## config.mk

```make
export PLATFORM = sky130hd
export DESIGN_NAME = fifo_reader_flat
export DESIGN_NICKNAME = d
export VERILOG_FILES = /design/src/rtl/fifo_reader_if.sv /design/src/rtl/fifo_reader.sv /design/src/flat_wrapper.sv
export SDC_FILE = /design/constraint.sdc
export NUM_CORES = 2
export LEC_CHECK = 0
export CAP_MARGIN = 20
export CORE_MARGIN = 2
export CORE_UTILIZATION = 45
export DETAILED_ROUTE_END_ITERATION = 6
export PLACE_DENSITY_LB_ADDON = 0.08
export SLEW_MARGIN = 20
export SYNTH_ARGS = -nofsm -noshare
export SYNTH_HDL_FRONTEND = slang
export SYNTH_SLANG_ARGS = --single-unit
```

## constraint.sdc

```tcl
create_clock -name clk -period 81.7 [get_ports clk]
set_clock_uncertainty 0.05 [all_clocks]
set_input_delay 16.34 -clock clk [delete_from_list [all_inputs] [get_ports clk]]
set_output_delay 16.34 -clock clk [all_outputs]
set_load 0.05 [all_outputs]
```

## src/rtl/fifo_reader_if.sv

```systemverilog
// FIFO read-port and output-stream signals of fifo_reader, bundled for port hookup.
// The master side is the reader; the slave side is the FIFO/downstream environment.
interface fifo_reader_if #(
    parameter int WIDTH = 512
);
    logic             fifo_re;
    logic             fifo_rvalid;
    logic [WIDTH-1:0] fifo_rdata;
    logic             fifo_empty;
    logic             out_valid;
    logic [WIDTH-1:0] out_data;
    logic             out_ready;

    modport master (
        output fifo_re,
        input  fifo_rvalid,
        input  fifo_rdata,
        input  fifo_empty,
        output out_valid,
        output out_data,
        input  out_ready
    );

    modport slave (
        input  fifo_re,
        output fifo_rvalid,
        output fifo_rdata,
        output fifo_empty,
        input  out_valid,
        input  out_data,
        output out_ready
    );
endinterface

```

## src/rtl/fifo_reader.sv

```systemverilog
// Reads an exact number of words from a one-cycle-latency FIFO read port and
// re-presents them as a valid/ready stream through a 4-entry skid buffer.
module fifo_reader #(
    parameter int WIDTH       = 512,
    parameter int COUNT_WIDTH = 32
) (
    input  logic                   clk,
    input  logic                   reset,
    input  logic                   start,
    input  logic [COUNT_WIDTH-1:0] num_words,
    output logic                   busy,
    output logic                   done,
    output logic                   protocol_err,
    fifo_reader_if.master          bus
);

    typedef enum logic [1:0] {IDLE, READ, DONE} state_t;

    state_t                 state_q, state_d;
    logic [COUNT_WIDTH-1:0] target_q, target_d;
    logic [COUNT_WIDTH-1:0] issued_q, issued_d;
    logic [COUNT_WIDTH-1:0] delivered_q, delivered_d;
    logic [2:0]             occ_q, occ_d;
    logic [2:0]             pending_q, pending_d;
    logic [1:0]             wr_ptr_q, wr_ptr_d;
    logic [1:0]             rd_ptr_q, rd_ptr_d;
    logic                   re_last_q, re_last_d;
    logic                   err_q, err_d;
    logic [WIDTH-1:0]       buf_q [4];

    logic       fifo_re;
    logic       push;
    logic       pop;
    logic       timeout;
    logic [3:0] in_flight;

    // Reads are only issued when the buffer is guaranteed room for every outstanding word.
    always_comb begin
        in_flight = {1'b0, occ_q} + {1'b0, pending_q};
        fifo_re   = (state_q == READ) && !bus.fifo_empty && (issued_q < target_q)
                    && (in_flight < 4'd4);
        push      = (state_q == READ) && bus.fifo_rvalid && (pending_q != 3'd0);
        timeout   = (state_q == READ) && re_last_q && !bus.fifo_rvalid;
        pop       = (occ_q != 3'd0) && bus.out_ready;
    end

    always_comb begin
        state_d     = state_q;
        target_d    = target_q;
        issued_d    = issued_q + COUNT_WIDTH'(fifo_re) - COUNT_WIDTH'(timeout);
        delivered_d = delivered_q + COUNT_WIDTH'(pop);
        pending_d   = pending_q + 3'(fifo_re) - 3'(push) - 3'(timeout);
        occ_d       = occ_q + 3'(push) - 3'(pop);
        wr_ptr_d    = wr_ptr_q + 2'(push);
        rd_ptr_d    = rd_ptr_q + 2'(pop);
        re_last_d   = fifo_re;
        err_d       = err_q | ((state_q == READ) && bus.fifo_rvalid && (pending_q == 3'd0));

        case (state_q)
            IDLE: begin
                if (start) begin
                    state_d     = READ;
                    target_d    = num_words;
                    issued_d    = '0;
                    delivered_d = '0;
                    pending_d   = '0;
                    occ_d       = '0;
                    wr_ptr_d    = '0;
                    rd_ptr_d    = '0;
                    re_last_d   = 1'b0;
                end
            end
            READ: begin
                if (delivered_d == target_q) begin
                    state_d = DONE;
                end
            end
            DONE:    state_d = IDLE;
            default: state_d = IDLE;
        endcase
    end

    always_ff @(posedge clk) begin
        if (!reset) begin
            state_q     <= IDLE;
            target_q    <= '0;
            issued_q    <= '0;
            delivered_q <= '0;
            pending_q   <= '0;
            occ_q       <= '0;
            wr_ptr_q    <= '0;
            rd_ptr_q    <= '0;
            re_last_q   <= 1'b0;
            err_q       <= 1'b0;
        end else begin
            state_q     <= state_d;
            target_q    <= target_d;
            issued_q    <= issued_d;
            delivered_q <= delivered_d;
            pending_q   <= pending_d;
            occ_q       <= occ_d;
            wr_ptr_q    <= wr_ptr_d;
            rd_ptr_q    <= rd_ptr_d;
            re_last_q   <= re_last_d;
            err_q       <= err_d;
        end
    end

    // Data storage carries no reset; occupancy alone decides what is valid.
    always_ff @(posedge clk) begin
        if (push) begin
            buf_q[wr_ptr_q] <= bus.fifo_rdata;
        end
    end

    assign bus.fifo_re   = fifo_re;
    assign bus.out_valid = (occ_q != 3'd0);
    assign bus.out_data  = buf_q[rd_ptr_q];
    assign busy          = (state_q == READ);
    assign done          = (state_q == DONE);
    assign protocol_err  = err_q;

endmodule

```

## src/flat_wrapper.sv

```systemverilog
// flat-port wrapper written by rule: the top's interface ports become plain ports
module fifo_reader_flat 
#(
    parameter int WIDTH       = 512,
    parameter int COUNT_WIDTH = 32
)
  (clk, reset, start, num_words, busy, done, protocol_err, bus_fifo_re, bus_fifo_rvalid, bus_fifo_rdata, bus_fifo_empty, bus_out_valid, bus_out_data, bus_out_ready);
  fifo_reader_if #(.WIDTH(WIDTH)) bus_i ();
  input  logic clk;
  input  logic reset;
  input  logic start;
  input  logic [COUNT_WIDTH-1:0] num_words;
  output logic busy;
  output logic done;
  output logic protocol_err;
  output wire logic [$bits(bus_i.fifo_re)-1:0] bus_fifo_re;
  input wire logic [$bits(bus_i.fifo_rvalid)-1:0] bus_fifo_rvalid;
  input wire logic [$bits(bus_i.fifo_rdata)-1:0] bus_fifo_rdata;
  input wire logic [$bits(bus_i.fifo_empty)-1:0] bus_fifo_empty;
  output wire logic [$bits(bus_i.out_valid)-1:0] bus_out_valid;
  output wire logic [$bits(bus_i.out_data)-1:0] bus_out_data;
  input wire logic [$bits(bus_i.out_ready)-1:0] bus_out_ready;
  assign bus_fifo_re = bus_i.fifo_re;
  assign bus_i.fifo_rvalid = bus_fifo_rvalid;
  assign bus_i.fifo_rdata = bus_fifo_rdata;
  assign bus_i.fifo_empty = bus_fifo_empty;
  assign bus_out_valid = bus_i.out_valid;
  assign bus_out_data = bus_i.out_data;
  assign bus_i.out_ready = bus_out_ready;
  fifo_reader #(.WIDTH(WIDTH), .COUNT_WIDTH(COUNT_WIDTH)) u_core (.clk(clk), .reset(reset), .start(start), .num_words(num_words), .busy(busy), .done(done), .protocol_err(protocol_err), .bus(bus_i));
endmodule
```

* After elaboration in Yosys (flattened, before gate mapping)
Memory sizes are Yosys's and may differ from the RTL's. A register that Yosys moved wholly into a read port is not among the register bits. Cells that the tools add are included. Widths: inputs -> output; s select.
Cells by class: $add $sub $neg 11, $mul 0, divide/modulo/power cells 0, magnitude comparators 2, eq/ne operators 5, shift-type cells 0, mux-type cells 20, bitwise logic cells 1, reduce and logical (&&, ||, !) cells 17
Operators with widths (number):
- $mux 32 | 4
- $add 32x1->32 | 2
- $eq 32x32->1 | 1
- $lt 32x32->1 | 1
- $sub 32x1->32 | 1
- $mux 2 | 7
- $mux 3 | 4
- $logic_and 1x1->1 | 9
- $sub 3x1->3 | 3
- $add 3x1->3 | 2
- $reduce_bool 3->1 | 2
- $add 2x1->2 | 2
- $add 3x3->4 | 1
- $lt 4x3->1 const B | 1
- $mux 1 | 4
- $pmux 2 s2 | 1
- $reduce_and 2->1 | 2
- $logic_not 3->1 | 1
- $eq 2x1->1 const B | 1
- $eq 2x2->1 const B | 1
- $logic_not 1->1 | 2
- $logic_not 2->1 | 1
- $ne 2x1->1 const B | 1
- $ne 2x2->1 const B | 1
- $or 1x1->1 | 1
Storage, ports and cells: register bits after elaboration 110, latch bits 0, RAM bits 2048, ROM bits 0, input port bits 550, output and inout port bits 517, logic and storage cells 67, memories kept 1
Memory list:
- u_core.buf_q | words 4, bits a word 512, read ports 1, clocked after Yosys merged registers in 1, write ports 1, RTL line fifo_reader.sv:29 | logic [WIDTH-1:0] buf_q [4];

* Longest topological paths before layout
depth in word-level cells 9, depth in mapped cells 24, gate-level depth less buffers 24

* Worst setup path after synthesis
No wires, ideal clock.
kind input port to flip-flop, from input port bus_fifo_rvalid, to memory u_core.buf_q[1][0] (enable), setup time 2.121 ns, data arrival time 53.534 ns, required time 79.529 ns, setup slack 25.995 ns, stages 3, buffers on the path 0, path through nand2_1 -> or2_2 -> nor3b_1
Between the ends: word-level cells in the longest chain between the ends 4
RTL lines:
- start, declared | RTL line flat_wrapper.sv:17 | input wire logic [$bits(bus_i.fifo_rvalid)-1:0] bus_fifo_rvalid;
- $logic_and 1x1->1 (2 in a row) | RTL line fifo_reader.sv:42 | push = (state_q == READ) && bus.fifo_rvalid && (pending_q != 3'd0);
- $mux 1 | RTL line fifo_reader.sv:111 | if (push) begin
- $mux 1 (implied by the code) | RTL line fifo_reader.sv:112 | buf_q[wr_ptr_q] <= bus.fifo_rdata;
- end, declared | RTL line fifo_reader.sv:29
No other way between the ends.

* Worst setup path after layout
from input port bus_fifo_empty, to output port bus_fifo_re
Between the ends: word-level cells in the longest chain between the ends 4
RTL lines:
- start, declared | RTL line flat_wrapper.sv:19 | input wire logic [$bits(bus_i.fifo_empty)-1:0] bus_fifo_empty;
- $logic_not 1->1 | RTL line fifo_reader.sv:40 | fifo_re = (state_q == READ) && !bus.fifo_empty && (issued_q < target_q)
- $logic_and 1x1->1 (2 in a row) | RTL line fifo_reader.sv:40
- $logic_and 1x1->1 | RTL line fifo_reader.sv:41 | && (in_flight < 4'd4);
- end, declared | RTL line flat_wrapper.sv:16 | output wire logic [$bits(bus_i.fifo_re)-1:0] bus_fifo_re;
No other way between the ends.

==> results.py <==
metrics = {
    "run_status": {
        "run_status": "finished, final reports clean",
    },
    "final_layout": {
        "fin_area_um2": 101000,
        "final_nets": 5381,
        "layout-drive-gt1-share": 0.185,
        "syn_to_final_growth_pct": 25.7,
    },
    "routing": {
        "dr.max_layer_used": "met5",
        "ant_nets": 0,
        "drc": 0,
        "via_per_inst": 5.38,
        "firstDrtPassIters": 5,
        "met1_length_mm": 75.4,
        "wirelength_mm": 207,
        "vias": 39400,
        "met2_length_mm": 108,
        "drt_iter0_markers": 2814,
        "wl_per_cell_um": 28.3,
        "wl_met3_mm": 14.5,
    },
    "floorplan": {
        "num_rows": 155,
        "start_util": 0.452,
        "fp.dieArea_um2": 182000,
        "die_y_um": 427,
        "coreArea_um2": 178000,
        "die_x_um": 427,
        "num_io_pins": 1067,
    },
    "global_routing": {
        "grt_pass1_vias": 40100,
        "grt_pass1_wl_mm": 290,
        "grt_max_degree": 129,
        "grt_antenna_before_repair": 96,
        "gr-total-overflow": 0,
        "track_usage": 0.224,
    },
    "place": {
        "routabilityCongestion": 0.813,
        "dp_hpwl_mm": 139,
        "io_buffers": 1066,
        "placed_area_um2": 94200,
    },
    "synth": {
        "synth-seq-cells": 2158,
        "netlist_area_um2": 80500,
        "synth_fp_nets": 4173,
        "yosys_warnings": 0,
        "ys_seq_area_frac": 0.791,
        "synthArstFlopShare": 0,
        "postSynthCellCount": 3546,
        "syn_avg_cell_area_um2": 22.7,
        "synth-edff-count": 2048,
        "synth_cell_type_count": 73,
        "synth_ff_type": "edfxtp_1",
    },
    "sta": {
        "post-route-min-period_ns": 34.97,
        "period_share": 0.428,
        "setup-violations-final": 0,
        "slew_viol_final": 0,
        "final-hold-violation-count": 0,
        "fmax_mhz": 28.6,
        "rsz0062_at_grt": "no",
        "tns_ns": 0,
        "relSlewSlack": 0.272,
        "worstMarginPinSlew_ns": 1.09,
        "whs_ns": 0.459,
    },
    "clock_tree": {
        "htree_levels": 4,
        "root_buffer": "clkbuf_16",
        "cts_buffers": 220,
        "cts-resized-gates": 0,
        "clock_latency_ns": 0.85,
        "cts_tree": "yes",
        "cts.reportedPaths.clkPinSlew_ns": 0.06,
        "clock-sinks": 2158,
        "postCtsSetupRepairBufs": 0,
        "cts_hold_buf": 0,
        "clockBufferDepth": 3,
    },
    "hold_path": {
        "worstHoldStart": "u_core.protocol_err$_SDFF_PN0_",
        "hold_depth": 2,
        "hold_class": "reg2reg",
        "holdPathEnd": "u_core.protocol_err$_SDFF_PN0_",
    },
    "power": {
        "leakagePower_uw": 0.0320,
        "ir_drop_mv": 0.0186,
        "powerDensity_nw_per_um2": 25.6,
    },
    "setup_path": {
        "rrSetupSlack_ns": 75.70,
        "cp_max_fo": 3,
        "crit_top_cell": "clkdlybuf4s50_1",
        "reg2reg_from": "u_core.state_q[0]$_SDFFE_PN0P_",
        "reg2reg_to": "u_core.buf_q[2][74]$_DFFE_PP_",
        "worst-path-buf-inv": 2,
        "cp.required_ns": 65.31,
        "crit_slowest_cell": "clkdlybuf4s50_1",
        "cp.depth": 6,
        "cpPeakStageDelay_ns": 0.81,
        "cp-end-kind": "output pin",
        "crit_family": "buffers and inverters",
        "critPathArrivalTime_ns": 18.58,
        "worstPathCellList": "clkdlybuf4s50_1 -> nor4_1 -> o2111ai_1 -> nor2_1 -> a31o_2 -> clkdlybuf4s50_1",
        "reg2reg_depth": 10,
        "worstSetupStartpointType": "input port",
        "path_class": "in2out",
    },
    "flow_run": {
        "maxCapViolations": 0,
    },
}
[synthesized netlist by cell type (all sizes together) (5+ instances only)]
library cell,instances,share of area
o211ai,8,0.00075
clkbuf,58,0.0027
nor2b,8,0.00062
o21ai,57,0.0035
dfxtp,110,0.027
mux4,512,0.14
a211oi,7,0.00065
xor2,27,0.0030
buf,82,0.0039
nand4,19,0.0018
nor3,19,0.0013
ha,74,0.011
nand3,25,0.0018
nor4,5,0.00076
nand2b,5,0.00039
nor3b,5,0.00047
a21oi,37,0.0023
a21o,29,0.0027
nand2,83,0.0039
inv,82,0.0038
and3,27,0.0021
edfxtp,2048,0.76
nor2,98,0.0046
xnor2,46,0.0050
[placed cells by master, fill, tap and decap left out, types with 4 or more instances in the layout]
master	count
edfxtp_1	2048
clkdlybuf4s50_1	1066
mux4_2	512
clkbuf_16	223
dfxtp_1	108
nor2_1	96
inv_1	81
nand2_1	81
ha_1	74
buf_4	56
o21ai_0	54
clkinv_1	53
clkinv_2	48
xnor2_1	46
clkbuf_1	41
a21oi_1	36
diode_2	29
a21o_1	29
xor2_1	26
and3_1	25
nand3_1	23
bufinv_16	20
nand4_1	17
nor3_1	16
nor2b_1	8
o211ai_1	8
a211oi_1	7
inv_6	7
nand2b_1	5
and2_1	4
and4_1	4
nor3b_1	4
a31oi_1	4
clkinvlp_4	4
clkinv_8	4
buf_12	4
[worst reg2reg max path, cell delays in order, from the launching register on]
cell     delay (ns)
dfxtp_1        0.35
nor2b_1        0.61
nand2_1        0.10
or2_2          0.36
inv_1          0.14
nand2_1        0.10
nor2_4         0.51
buf_4          0.82
buf_4          0.95
buf_4          0.81
buf_4          0.78
[kinds of logic after synthesis]
logic type,count (synthesis),synth area share
and+or+nand+nor,318,0.0201
adders and majority gates,77,0.0122
AOI/OAI and AO/OA,184,0.0149
buffers and inverters,222,0.0105
muxes,514,0.143
DFF,2158,0.791
xor gates and xnor gates,73,0.00803
[per-layer routing]
metal	up-vias	track usage
met4	50	0.0974
met1	20400	0.260
li1	17300	-
met3	415	0.0678
met5	-	0
met2	1173	0.384
[flip-flops by register name, summed over array words and instances, names as in the netlist]
| register | count |
|---|---|
| u_core.delivered_q | 32 |
| u_core.state_q | 2 |
| u_core.pending_q | 3 |
| u_core.issued_q | 32 |
| u_core.protocol_err | 1 |
| u_core.target_q | 32 |
| u_core.wr_ptr_q | 2 |
| u_core.rd_ptr_q | 2 |
| u_core.re_last_q | 1 |
| u_core.occ_q | 3 |
| u_core.buf_q | 2048 |
[report_power, final]
group | switching (uW) | leakage (uW) | total (uW) | internal [uW]
clock network | 415 | 0.00346 | 978 | 563
logic | 226 | 0.00921 | 382 | 156
registers | 9.51 | 0.0193 | 1240 | 1230
total | 651 | 0.0320 | 2600 | 1940
[worst max-delay path by stage]
stage                                        end             from
CTS                                  bus_fifo_re   bus_fifo_empty
detailed placement                   bus_fifo_re   bus_fifo_empty
finish                               bus_fifo_re   bus_fifo_empty
global route                         bus_fifo_re   bus_fifo_empty
floorplan           u_core.buf_q[1][0]$_DFFE_PP_  bus_fifo_rvalid
global placement                     bus_fifo_re   bus_fifo_empty
[final cells by class]
class / count / area [um^2]
Fill cell: 13500 / 76900
Sequential cell: 2158 / 63700
Multi-Input combinational cell: 1166 / 16000
Timing Repair Buffer: 1126 / 11200
Clock buffer: 265 / 5750
Tap cell: 2355 / 2950
Clock inverter: 141 / 1290
Inverter: 82 / 308
Antenna cell: 29 / 72.6
[metrics by stage]
| stage | instances | worst slack, ns | power [uW] | utilization |
|---|---|---|---|---|
| 2_1_floorplan | 3546 | 26.00 | 1520 | - |
| 3_3_place_gp | 6887 | 46.76 | 1640 | 0.528 |
| 3_5_place_dp | 6887 | 46.72 | 1640 | 0.528 |
| 4_1_cts | 7293 | 46.72 | 2620 | 0.568 |
| 5_1_grt | 7318 | 46.67 | 2690 | 0.568 |
| 6_report | 7322 | 46.73 | 2600 | 0.568 |
(Power assumes the default switching activity.)
